==> src/rtl/boot_sequencer_pkg.sv <==
// Shared constants and FSM state type for the boot sequencer.
// The CHECK state exists only when BOOT_SEQ_CHECKSUM_EN is defined.
package boot_sequencer_pkg;

  localparam int unsigned BOOT_WIDTH       = 16;
  localparam int unsigned BOOT_INSTR_DEPTH = 32;
  localparam int unsigned BOOT_DATA_DEPTH  = 16;
  localparam int unsigned BOOT_INSTR_AW    = $clog2(BOOT_INSTR_DEPTH);
  localparam int unsigned BOOT_DATA_AW     = $clog2(BOOT_DATA_DEPTH);
  localparam int unsigned BOOT_RUN_W       = 8;

  typedef enum logic [2:0] {
    S_IDLE,
    S_LOAD_I,
    S_LOAD_D,
`ifdef BOOT_SEQ_CHECKSUM_EN
    S_CHECK,
`endif
    S_RUN,
    S_DONE
  } boot_state_e;

endpackage

==> src/rtl/boot_load_port.sv <==
// Registered write stage for one CPU load port: strobe follows the request by
// one cycle, and address/data hold their last written value between strobes.
module boot_load_port #(
  parameter int unsigned WIDTH = 16,
  parameter int unsigned AW    = 5
) (
  input  logic             clk,
  input  logic             reset,
  input  logic             write_en,
  input  logic [AW-1:0]    write_addr,
  input  logic [WIDTH-1:0] write_data,
  output logic             strobe,
  output logic [AW-1:0]    addr,
  output logic [WIDTH-1:0] data
);

  always_ff @(posedge clk or negedge reset) begin
    if (!reset) begin
      strobe <= 1'b0;
      addr   <= '0;
      data   <= '0;
    end else begin
      strobe <= write_en;
      if (write_en) begin
        addr <= write_addr;
        data <= write_data;
      end
    end
  end

endmodule

==> src/rtl/boot_sequencer.sv <==
// Boot sequencer: loads instruction/data memories from a host stream, then runs
// the CPU for a programmed number of cycles. Optional feature: BOOT_SEQ_CHECKSUM_EN.
module boot_sequencer
  import boot_sequencer_pkg::*;
#(
  parameter int unsigned WIDTH       = BOOT_WIDTH,
  parameter int unsigned INSTR_DEPTH = BOOT_INSTR_DEPTH,
  parameter int unsigned DATA_DEPTH  = BOOT_DATA_DEPTH,
  parameter int unsigned RUN_W       = BOOT_RUN_W,
  localparam int unsigned IAW = $clog2(INSTR_DEPTH),
  localparam int unsigned DAW = $clog2(DATA_DEPTH)
) (
  input  logic             clk,
  input  logic             reset,
  input  logic             start,
  input  logic [RUN_W-1:0] run_len,
  input  logic             host_valid,
  input  logic [WIDTH-1:0] host_data,
  output logic             host_ready,
  output logic             cpu_reset,
  output logic             load_instr,
  output logic [IAW-1:0]   load_instr_address,
  output logic [WIDTH-1:0] instruction_input,
  output logic             load_data,
  output logic [DAW-1:0]   load_data_address,
  output logic [WIDTH-1:0] data_input,
  output logic             busy,
  output logic             done,
  output logic             error
);

  localparam logic [IAW-1:0] I_LAST = IAW'(INSTR_DEPTH - 1);
  localparam logic [IAW-1:0] D_LAST = IAW'(DATA_DEPTH - 1);

  boot_state_e      state, state_nxt;
  logic [IAW-1:0]   word_cnt;
  logic [RUN_W-1:0] run_len_q;
  logic [RUN_W-1:0] run_cnt;
  logic             hs;
  logic             clr;
  logic             instr_we;
  logic             data_we;

  assign hs = host_valid & host_ready;

`ifdef BOOT_SEQ_CHECKSUM_EN
  logic [WIDTH-1:0] csum;
  logic             err_q;
  logic             set_err;
`endif

  always_ff @(posedge clk or negedge reset) begin
    if (!reset) state <= S_IDLE;
    else        state <= state_nxt;
  end

  always_comb begin
    state_nxt  = state;
    host_ready = 1'b0;
    cpu_reset  = 1'b1;
    busy       = 1'b1;
    done       = 1'b0;
    clr        = 1'b0;
    instr_we   = 1'b0;
    data_we    = 1'b0;
`ifdef BOOT_SEQ_CHECKSUM_EN
    set_err    = 1'b0;
`endif
    case (state)
      S_IDLE: begin
        busy = 1'b0;
        if (start) begin
          state_nxt = S_LOAD_I;
          clr       = 1'b1;
        end
      end
      S_LOAD_I: begin
        host_ready = 1'b1;
        instr_we   = hs;
        if (hs && word_cnt == I_LAST) state_nxt = S_LOAD_D;
      end
      S_LOAD_D: begin
        host_ready = 1'b1;
        data_we    = hs;
        if (hs && word_cnt == D_LAST) begin
`ifdef BOOT_SEQ_CHECKSUM_EN
          state_nxt = S_CHECK;
`else
          state_nxt = S_RUN;
`endif
        end
      end
`ifdef BOOT_SEQ_CHECKSUM_EN
      S_CHECK: begin
        host_ready = 1'b1;
        if (hs) begin
          if (host_data == csum) begin
            state_nxt = S_RUN;
          end else begin
            state_nxt = S_DONE;
            set_err   = 1'b1;
          end
        end
      end
`endif
      // First RUN cycle keeps the CPU in reset while the last data strobe lands.
      S_RUN: begin
        cpu_reset = (run_cnt == '0);
        if (run_cnt == run_len_q) state_nxt = S_DONE;
      end
      S_DONE: begin
        busy = 1'b0;
        done = 1'b1;
        if (start) begin
          state_nxt = S_LOAD_I;
          clr       = 1'b1;
        end
      end
      default: state_nxt = S_IDLE;
    endcase
  end

  always_ff @(posedge clk or negedge reset) begin
    if (!reset) begin
      word_cnt  <= '0;
      run_len_q <= '0;
      run_cnt   <= '0;
    end else begin
      if (clr) begin
        word_cnt  <= '0;
        run_len_q <= run_len;
      end else if (instr_we || data_we) begin
        word_cnt <= (state_nxt == state) ? word_cnt + 1'b1 : '0;
      end
      run_cnt <= (state == S_RUN) ? run_cnt + 1'b1 : '0;
    end
  end

`ifdef BOOT_SEQ_CHECKSUM_EN
  always_ff @(posedge clk or negedge reset) begin
    if (!reset) begin
      csum  <= '0;
      err_q <= 1'b0;
    end else if (clr) begin
      csum  <= '0;
      err_q <= 1'b0;
    end else begin
      if (instr_we || data_we) csum <= csum + host_data;
      if (set_err) err_q <= 1'b1;
    end
  end
  assign error = err_q;
`else
  assign error = 1'b0;
`endif

  boot_load_port #(.WIDTH(WIDTH), .AW(IAW)) u_instr_port (
    .clk        (clk),
    .reset      (reset),
    .write_en   (instr_we),
    .write_addr (word_cnt),
    .write_data (host_data),
    .strobe     (load_instr),
    .addr       (load_instr_address),
    .data       (instruction_input)
  );

  boot_load_port #(.WIDTH(WIDTH), .AW(DAW)) u_data_port (
    .clk        (clk),
    .reset      (reset),
    .write_en   (data_we),
    .write_addr (word_cnt[DAW-1:0]),
    .write_data (host_data),
    .strobe     (load_data),
    .addr       (load_data_address),
    .data       (data_input)
  );

endmodule

==> config.mk <==
export PLATFORM = sky130hd
export DESIGN_NAME = boot_sequencer
export DESIGN_NICKNAME = d
export VERILOG_FILES = /design/src/rtl/boot_sequencer_pkg.sv /design/src/rtl/boot_load_port.sv /design/src/rtl/boot_sequencer.sv
export SDC_FILE = /design/constraint.sdc
export NUM_CORES = 1
export LEC_CHECK = 0
export ABC_AREA = 1
export BUFFER_PORTS_ARGS = -buffer_cell sky130_fd_sc_hd__buf_2
export CAP_MARGIN = 20
export CORE_MARGIN = 8
export CORE_UTILIZATION = 40
export CTS_CLUSTER_SIZE = 30
export DETAILED_ROUTE_END_ITERATION = 16
export PLACE_DENSITY_LB_ADDON = 0.2
export SLEW_MARGIN = 0
export SYNTH_ARGS = -nofsm -noshare
export SYNTH_HDL_FRONTEND = slang
export SYNTH_HIERARCHICAL = 1
export SYNTH_SLANG_ARGS = --single-unit
==> constraint.sdc <==
create_clock -name clk -period 2 [get_ports clk]
set_input_delay 0.2 -clock clk [delete_from_list [all_inputs] [get_ports clk]]
set_output_delay 0.2 -clock clk [all_outputs]
set_load 0.01 [all_outputs]
**Yosys cells after proc, flatten, opt, wreduce, memory -nomap -nowiden**

Index checks and enable logic that the tools add are counted.
W data, S select, Z words.

- $add $sub $neg: 2
- Eq/ne operators: 8
- Mux-type cells: 17
- Bitwise logic cells: 1
- Reduce and logical (&&, ||, !) cells: 8

Operators by type and width:

| operator | number |
|---|---|
| $mux W5 | 3 |
| $mux W3 | 4 |
| $pmux W3 S4 | 1 |
| $add A8 B1 Y8 const B | 1 |
| $eq A8 B8 Y1 | 1 |
| $logic_not A8 Y1 | 1 |
| $mux W1 | 8 |
| $mux W8 | 1 |
| $eq A3 B2 Y1 const B | 2 |
| $add A5 B1 Y5 const B | 1 |
| $eq A5 B4 Y1 const B | 1 |
| $eq A5 B5 Y1 const B | 1 |
| $reduce_or A2 Y1 | 2 |
| $eq A3 B1 Y1 const B | 1 |
| $eq A3 B3 Y1 | 1 |
| $eq A3 B3 Y1 const B | 1 |
| $logic_not A3 Y1 | 1 |
| $logic_and A1 B1 Y1 | 2 |
| $reduce_bool A2 Y1 | 1 |
| $and A1 B1 Y1 | 1 |
| $logic_or A1 B1 Y1 | 1 |

- Flip-flop bits (word level): 67
- Input bits: 28
- Word-level logic and storage cells: 46

**Logic depth before layout (Yosys ltp)**

Gate-level depths: netlist (run 1).

- Depth in word-level cells: 11
- Gate-level depth with buffers: 12

**Hierarchy**

The synthesis (run 1) kept the hierarchy.

By module, submodules not included:

| module | times used | cells an instance | area each (sq um) | sequential area each (sq um) |
|---|---|---|---|---|
| boot_sequencer | 1 | 175 | 1373.8 | 600.6 |
| boot_load_port at u_instr_port | 1 | 90 | 828.3 | 550.5 |
| boot_load_port at u_data_port | 1 | 86 | 792.0 | 525.5 |

**Worst setup path after synthesis (run 1)**

Ideal clock, no wire load.

- Path type: reg-to-reg
- Start point: register word_cnt[0]
- End point: register word_cnt[0]
- Arrival time: 1.528 ns
- Slack: 0.354 ns
- Cell stages (with the launch flop): 10
- Period minus slack after synthesis: 1.646 ns
- Cell sequence: dfrtp_1 > ha_1 > and3_1 > ha_1 > a21oi_2 > nor3_4 > nand3_1 > nand2_2 > nand3_1 > nand2_1

- Word-level cells in the longest chain between the ends: 8
- Elaborated cells on any way between the ends: 12

Ends and longest elaborated chain:

| item | RTL line | text |
|---|---|---|
| from (decl) | boot_sequencer.sv:36 | `logic [IAW-1:0] word_cnt;` |
| from (signal assigned) | boot_sequencer.sv:133 | `word_cnt <= (state_nxt == state) ? word_cnt + 1'b1 : '0;` |
| $eq A5 B4 Y1 or $eq A5 B5 Y1 (tied branches) | boot_sequencer.sv:85, boot_sequencer.sv:80 |  |
| $logic_and A1 B1 Y1 (on tied branches) | boot_sequencer.sv:85, boot_sequencer.sv:80 |  |
| $mux W3 (on tied branches) | boot_sequencer.sv:85, boot_sequencer.sv:80 |  |
| $pmux W3 S4 | boot_sequencer.sv:69 | `case (state)` |
| $eq A3 B3 Y1 | boot_sequencer.sv:133 |  |
| $mux W5 (*) | boot_sequencer.sv:133 |  |
| $mux W5 (*) | boot_sequencer.sv:132 | `end else if (instr_we \|\| data_we) begin` |
| $mux W5 (*) | boot_sequencer.sv:129 | `if (clr) begin` |

Mark *: on every way between the ends. The rest lies on a longest branch, timed or not. The select of a mux whose other input is x is not followed.
A chain may end at the register's enable or synchronous reset.

**Worst setup path after layout (run 1)**

- Start point: register word_cnt[0]
- End point: register word_cnt[4]

- Word-level cells in the longest chain between the ends: 8
- Elaborated cells on any way between the ends: 12

Ends and longest elaborated chain:

| item | RTL line | text |
|---|---|---|
| $eq A5 B4 Y1 or $eq A5 B5 Y1 (tied branches) | boot_sequencer.sv:85, boot_sequencer.sv:80 |  |
| $logic_and A1 B1 Y1 (on tied branches) | boot_sequencer.sv:85, boot_sequencer.sv:80 |  |
| $mux W3 (on tied branches) | boot_sequencer.sv:85, boot_sequencer.sv:80 |  |
| $pmux W3 S4 (*) | boot_sequencer.sv:69 |  |
| named net state_nxt[0] | boot_sequencer.sv:35 | `boot_state_e state, state_nxt;` |
| $eq A3 B3 Y1 (*) | boot_sequencer.sv:133 |  |
| $mux W5 (*) | boot_sequencer.sv:133 |  |
| $mux W5 (*) | boot_sequencer.sv:132 |  |
| $mux W5 (*) | boot_sequencer.sv:129 |  |

The timed path passes the listed nets; every way through them passes the cells marked *. The select of a mux whose other input is x is not followed.

==> results.tsv, run 1 <==
stage	metric	value	unit
routing	antenna-violating nets left	0	
timing	final worst path period need	1.841	ns
grt	Tot GR Track Use	14.69	%
routing	wire length per cell	13.07	microns
timing	WHS	0.04608	ns
finish	n_diodes	0	
floorplan	DIE AREA	10510	sq um
clock_network	setup bufs post-CTS	0	
finish	synth-to-layout area growth	22.44	%
floorplan	die width	102.5	microns
clock_network	Hold-fix buffers, CTS	1	
routing	number of remaining DRC errors	0	
power_and_ir_drop	Tot Pwr	3.383	mW
finish	most frequent cells in the layout	175 x nand2_1, 74 x buf_2, 67 x dfrtp_1	
floorplan	# rows	31	
timing	worst clock skew	0.008438	ns
finish	Finished Layout Cells	536	
floorplan	I/O pins	76	
power_and_ir_drop	PD cells	922.7	nW/um^2
worst_setup_path	WP data required	2.29	ns
timing	Fin. Hold Viols	0	
clock_network	CTS tree	built	
timing	final period utilization	92.03	%
logic_synthesis	syn_area_per_cell	8.530	sq um
power_and_ir_drop	internal power	2.353	mW
finish	Final Net Count	465	
clock_network	H-tree levels	3	
timing	TNS Setup	0	ns
grt	vias in the first global route	2479	
power_and_ir_drop	NetSw	1.030	mW
clock_network	clk_lat worst skew	0.35	ns
worst_setup_path	CP Max Fanout	6	
placement	Final GP Congestion	0.7909	
logic_synthesis	Synth Warn #	6	
logic_synthesis	Mapped Nets	384	
placement	Buffers on Ports	74	
worst_setup_path	critical path type	reg -> reg	
logic_synthesis	mapped cell area	2994	sq um
worst_setup_path	CP Data Arrival Time	2.13	ns
power_and_ir_drop	switching share of power	30.45	%
min_path	HP Class	in -> reg	
worst_setup_path	kind of end point of the critical path	flop	
logic_synthesis	Synth cell types	28	
worst_setup_path	crit start category	flop	
routing	initial DRC count	111	
floorplan	Vert. Die Dim	102.5	microns
logic_synthesis	sequential area share after synthesis	56.00	%
routing	Routed WL	7.003	mm
clock_network	clock-pin slew on the worst setup and hold paths	0.08	ns
finish	fraction of layout cells with a size suffix above 1	27.23	%
timing	Setup Viol. Count Final	0	
floorplan	core area	7253	sq um
routing	DR vias	2426	
placement	Final HPWL DP	5.044	mm
power_and_ir_drop	worst vdd ir	0.0003977	V
routing	DRT Pass-1 Iters	4	
placement	placed inst area	3456	sq um
floorplan	Initial Util	41.28	%
logic_synthesis	Syn Inst Count	351	
finish	commonest non-fill, non-tap cell in the layout	nand2_1	
clock_network	CTS Root Cell	clkbuf_8	
placement	pre-CTS WS	0.1788	ns
grt	first-pass GRT wire length	11.86	mm
grt	antenna violations before repair	0	
routing	Avg Vias per Cell	4.526	
grt	grt total ovfl	0	
timing	Final Slew Violations	0	
flow_run	# Max-Cap Violations	0	
power_and_ir_drop	sequential group share of total power	48.9	%
grt	largest net degree at the start of global routing	68	
timing	unrepaired setup endpoints after global routing	false	
clock_network	CTS buffer count	9	
logic_synthesis	flops & latches, synth	67	
clock_network	clock sinks	67	
clock_network	clock buffer depth	2	
outcome	status	finished clean	
timing	Peak Freq	543.3	MHz
finish	Layout Utilization	50.54	%
power_and_ir_drop	combinational fraction of design power	17.5	%
power_and_ir_drop	clock power share	33.6	%
timing	PnR worst setup slack	0.1594	ns
placement	Inst Count DP	519	
power_and_ir_drop	Lkg Pwr	2.019	nW
clock_network	post_cts resized	0	
finish	final design instance area without fill	3666	sq um
-- critical path, cell delays in order, from the launching register on --
cell     delay [ns]
dfrtp_1        0.44
ha_1           0.25
and3_1         0.21
ha_1           0.22
a21oi_2        0.19
nor3_4         0.06
nand2_2        0.08
nand2_1        0.06
nand2_2        0.11
nand3_1        0.10
nand2_1        0.07
-- cell families (layout without fill, tap and decap cells) --
logic type | Yosys count | in the layout | synth area share [%]
AND/OR/NAND/NOR | 216 | 216 | 30.09
flip-flops | 67 | 67 | 56.00
other | 1 | 1 | 0.1252
buffers and inverters | 37 | 123 | 6.310
AO/OA/AOI/OAI | 20 | 20 | 3.928
adder cells (fa/ha/maj) | 5 | 5 | 2.089
XOR/XNOR | 5 | 5 | 1.463
-- cell usage after synthesis (all sizes together) --
cell	n	share of area (%)
nand3	13	2.7
o211ai	1	0.25
and3	1	0.21
nor3	7	2.1
xor2	1	0.29
xnor2	4	1.2
nand2	179	23
conb	1	0.13
ha	5	2.1
a21oi	8	1.6
inv	26	3.3
o32ai	1	0.29
dfrtp	67	56
nor2	16	2.3
o41ai	1	0.29
buf	10	2.9
o21ai	9	1.5
clkinv	1	0.13
-- layout make-up --
class                      instances  area [sq um]
timing repair buffer              80         430.4
clock inverter                     7         76.32
sequential                        67          1677
multi-input combinational        247          1134
fill                             711          3587
tap                               99         123.9
inverter                          27         101.3
clock buffer                       9         123.9
-- power groups by stage --
| stage | combinational [mW] | sequential [mW] | clock, mW |
|---|---|---|---|
| final | 0.592 | 1.65 | 1.14 |
| after floorplan | 0.326 | 1.70 | 0 |
| after CTS | 0.604 | 1.65 | 1.16 |
| after global routing | 0.688 | 1.68 | 1.24 |
| after global placement | 0.587 | 1.67 | 0 |
| after detailed placement | 0.602 | 1.68 | 0 |
-- worst paths after layout --
kind	from	end	slack, ns	depth (start not counted)
hold / removal	run_len[2]	run_len_q[2]	0.05	3
setup / recovery	word_cnt[0]	word_cnt[4]	0.16	10
max in group asynchronous	reset	state[1]	1.30	3
setup reg to reg	word_cnt[0]	word_cnt[4]	0.16	10
hold reg to reg	u_instr_port/data[1]	u_instr_port/data[1]	0.47	2
min in group asynchronous	reset	u_data_port/data[10]	0.39	3
-- sequential cells by signal, indices dropped and copies added (netlist names), 3 cells and up --
register,flops
run_len_q,8
state,3
u_instr_port/data,16
run_cnt,8
u_data_port/data,16
u_data_port/addr,4
u_instr_port/addr,5
word_cnt,5
-- routing by layer --
layer / routed length [microns] / vias to the layer above / GRT usage (%)
met5: 0 / - / 0
met4: 95 / 0 / 4.515
met3: 627 / 8 / 5.942
met2: 3235 / 72 / 23.23
met1: 3045 / 1104 / 17.93
li1: - / 1242 / -
Note: power is estimated with default switching activity, not from simulation.
==> inputs of run 2 (changes only) <==
==> constraint.sdc (replaced) <==
create_clock -name clk -period 2 [get_ports clk]
set_input_delay 0.2 -clock clk [delete_from_list [all_inputs] [get_ports clk]]
set_output_delay 0.2 -clock clk [all_outputs]
set_load 0.02 [all_outputs]
==> run 2 against run 1 <==
  * First-iteration DRC count decreased by 32%
  * Highest routed layer unchanged
  * Clock-buffer cell count grew 3
  * Sequential power about the same
  * Fmax about the same
  * Register-to-register slack is essentially flat
  * Hold slack gained 0.011 ns
  * Via count is 0.45% higher
  * Core utilization is 0.14 points lower
  * Final cell count fell by 0.19%
==> results.tsv, run 2 (synthesis gave the netlist of run 1 again) <==
stage	metric	value	unit
power_and_ir_drop	combinational fraction of design power	19.3	%
grt	antenna violations before repair	0	
worst_setup_path	CP Max Fanout	6	
routing	Routed WL	6.946	mm
routing	Avg Vias per Cell	4.555	
finish	synth-to-layout area growth	22.11	%
routing	wire length per cell	12.98	microns
grt	first-pass GRT wire length	11.63	mm
finish	fraction of layout cells with a size suffix above 1	27.06	%
timing	unrepaired setup endpoints after global routing	false	
floorplan	I/O pins	76	
grt	Tot GR Track Use	14.30	%
placement	Buffers on Ports	74	
finish	Final Net Count	464	
clock_network	clk_lat worst skew	0.34	ns
power_and_ir_drop	PD cells	941.0	nW/um^2
floorplan	Initial Util	41.28	%
clock_network	setup bufs post-CTS	0	
timing	Fin. Hold Viols	0	
floorplan	Vert. Die Dim	102.5	microns
clock_network	clock buffer depth	2	
placement	Final GP Congestion	0.8313	
timing	worst clock skew	0.007482	ns
clock_network	H-tree levels	3	
timing	Final Slew Violations	0	
finish	commonest non-fill, non-tap cell in the layout	nand2_1	
finish	top flop regs	u_data_port/data (16), u_instr_port/data (16)	
min_path	HP Class	in -> reg	
floorplan	# rows	31	
power_and_ir_drop	worst vdd ir	0.0003954	V
clock_network	CTS tree	built	
clock_network	clock-pin slew on the worst setup and hold paths	0.07	ns
timing	WHS	0.05733	ns
routing	antenna-violating nets left	0	
worst_setup_path	WP data required	2.27	ns
grt	grt total ovfl	0	
worst_setup_path	kind of end point of the critical path	flop	
timing	Setup Viol. Count Final	0	
worst_setup_path	worst flop-to-flop path startpoint	word_cnt[0]	
worst_setup_path	crit start category	flop	
worst_setup_path	worst reg2reg path depth	10	
power_and_ir_drop	switching share of power	30.75	%
timing	TNS Setup	0	ns
worst_setup_path	critical path type	reg -> reg	
floorplan	DIE AREA	10510	sq um
worst_setup_path	CP Data Arrival Time	2.12	ns
power_and_ir_drop	NetSw	1.058	mW
power_and_ir_drop	Lkg Pwr	2.008	nW
clock_network	clock sinks	67	
power_and_ir_drop	internal power	2.382	mW
grt	vias in the first global route	2484	
clock_network	CTS Root Cell	clkbuf_8	
finish	most frequent cells in the layout	175 x nand2_1, 74 x buf_2, 65 x dfrtp_1	
power_and_ir_drop	Tot Pwr	3.440	mW
power_and_ir_drop	sequential group share of total power	48.3	%
routing	DR vias	2437	
floorplan	die width	102.5	microns
routing	number of remaining DRC errors	0	
worst_setup_path	Critical R2R Capture	word_cnt[0]	
outcome	status	finished clean	
worst_setup_path	FF-to-FF setup slack	0.16	ns
timing	final period utilization	92.08	%
clock_network	CTS buffer count	9	
routing	initial DRC count	75	
grt	largest net degree at the start of global routing	68	
timing	Peak Freq	543.0	MHz
floorplan	core area	7253	sq um
placement	Final HPWL DP	4.946	mm
finish	n_diodes	0	
worst_setup_path	Worst Setup EP	word_cnt[0]	
timing	final worst path period need	1.842	ns
power_and_ir_drop	clock power share	32.4	%
flow_run	# Max-Cap Violations	0	
routing	DRT Pass-1 Iters	4	
worst_setup_path	critical path startpoint	word_cnt[0]	
-- run 2: cell types whose count changed in the layout (fill, tap and decap cells not counted), sizes merged --
cell / change
clkbuf: +3
inv: -2
buf: -1
clkinv: -1
-- run 2: worst max-delay path: stages, from the launching register on --
cell and delay, ns:
dfrtp_2 0.44, ha_1 0.23, and3_1 0.21, ha_1 0.21, a21oi_2 0.20, nor3_4 0.07
nand2_2 0.09, nand2_1 0.06, nand2_2 0.11, nand3_1 0.09, nand2_1 0.06
-- run 2: power by group through the flow --
stage | Sequential, mW | Combinational (mW) | Clock [mW]
after global placement | 1.67 | 0.661 | 0
final | 1.66 | 0.664 | 1.11
after detailed placement | 1.68 | 0.672 | 0
after floorplan | 1.77 | 0.330 | 0
after global routing | 1.69 | 0.744 | 1.21
after CTS | 1.66 | 0.676 | 1.15
-- run 2: worst min path at each step --
stage	startpoint	end	depth (start not counted)
detailed placement	reset	u_data_port/data[10]	2
CTS	run_len[6]	run_len_q[6]	3
global route	start	state[2]	2
finish	run_len[6]	run_len_q[6]	3
floorplan	reset	run_cnt[0]	0
global placement	reset	u_instr_port/data[14]	2
-- run 2: per-layer routing --
layer | global-route usage [%] | vias up | share of wire (%)
met2 | 22.78 | 68 | 45
met4 | 6.433 | 0 | 1.5
li1 | - | 1239 | -
met1 | 17.38 | 1123 | 46
met5 | 0 | - | 0
met3 | 4.456 | 7 | 7.8
-- run 2: metrics by stage --
stage | instance area (sq um) | setup WS, ns | cells | util (%)
finish | 3656 | 0.1585 | 535 | 50.41
floorplan | 2994 | 0.3541 | 351 | -
global route | 3656 | 0.002677 | 535 | 50.41
CTS | 3654 | 0.1554 | 535 | 50.37
detailed placement | 3448 | 0.1773 | 518 | 47.54
global placement | 3448 | 0.2497 | 518 | 47.54
-- run 2: timing repair --
action / CTS / global route
endpoints found under the setup margin: 0 / 5
hold buffers: 1 / 0
hold endpoints to repair: 67 / 0
gates resized for setup: 0 / 2
-- run 2: final cells by class --
cell class | instances | area, sq um
Clock buffer | 12 | 145.1
Clock inverter | 4 | 50.05
Multi-Input combinational cell | 247 | 1134
Sequential cell | 67 | 1679
Timing Repair Buffer | 79 | 422.9
Tap cell | 99 | 123.9
Inverter | 27 | 101.3
Fill cell | 719 | 3597
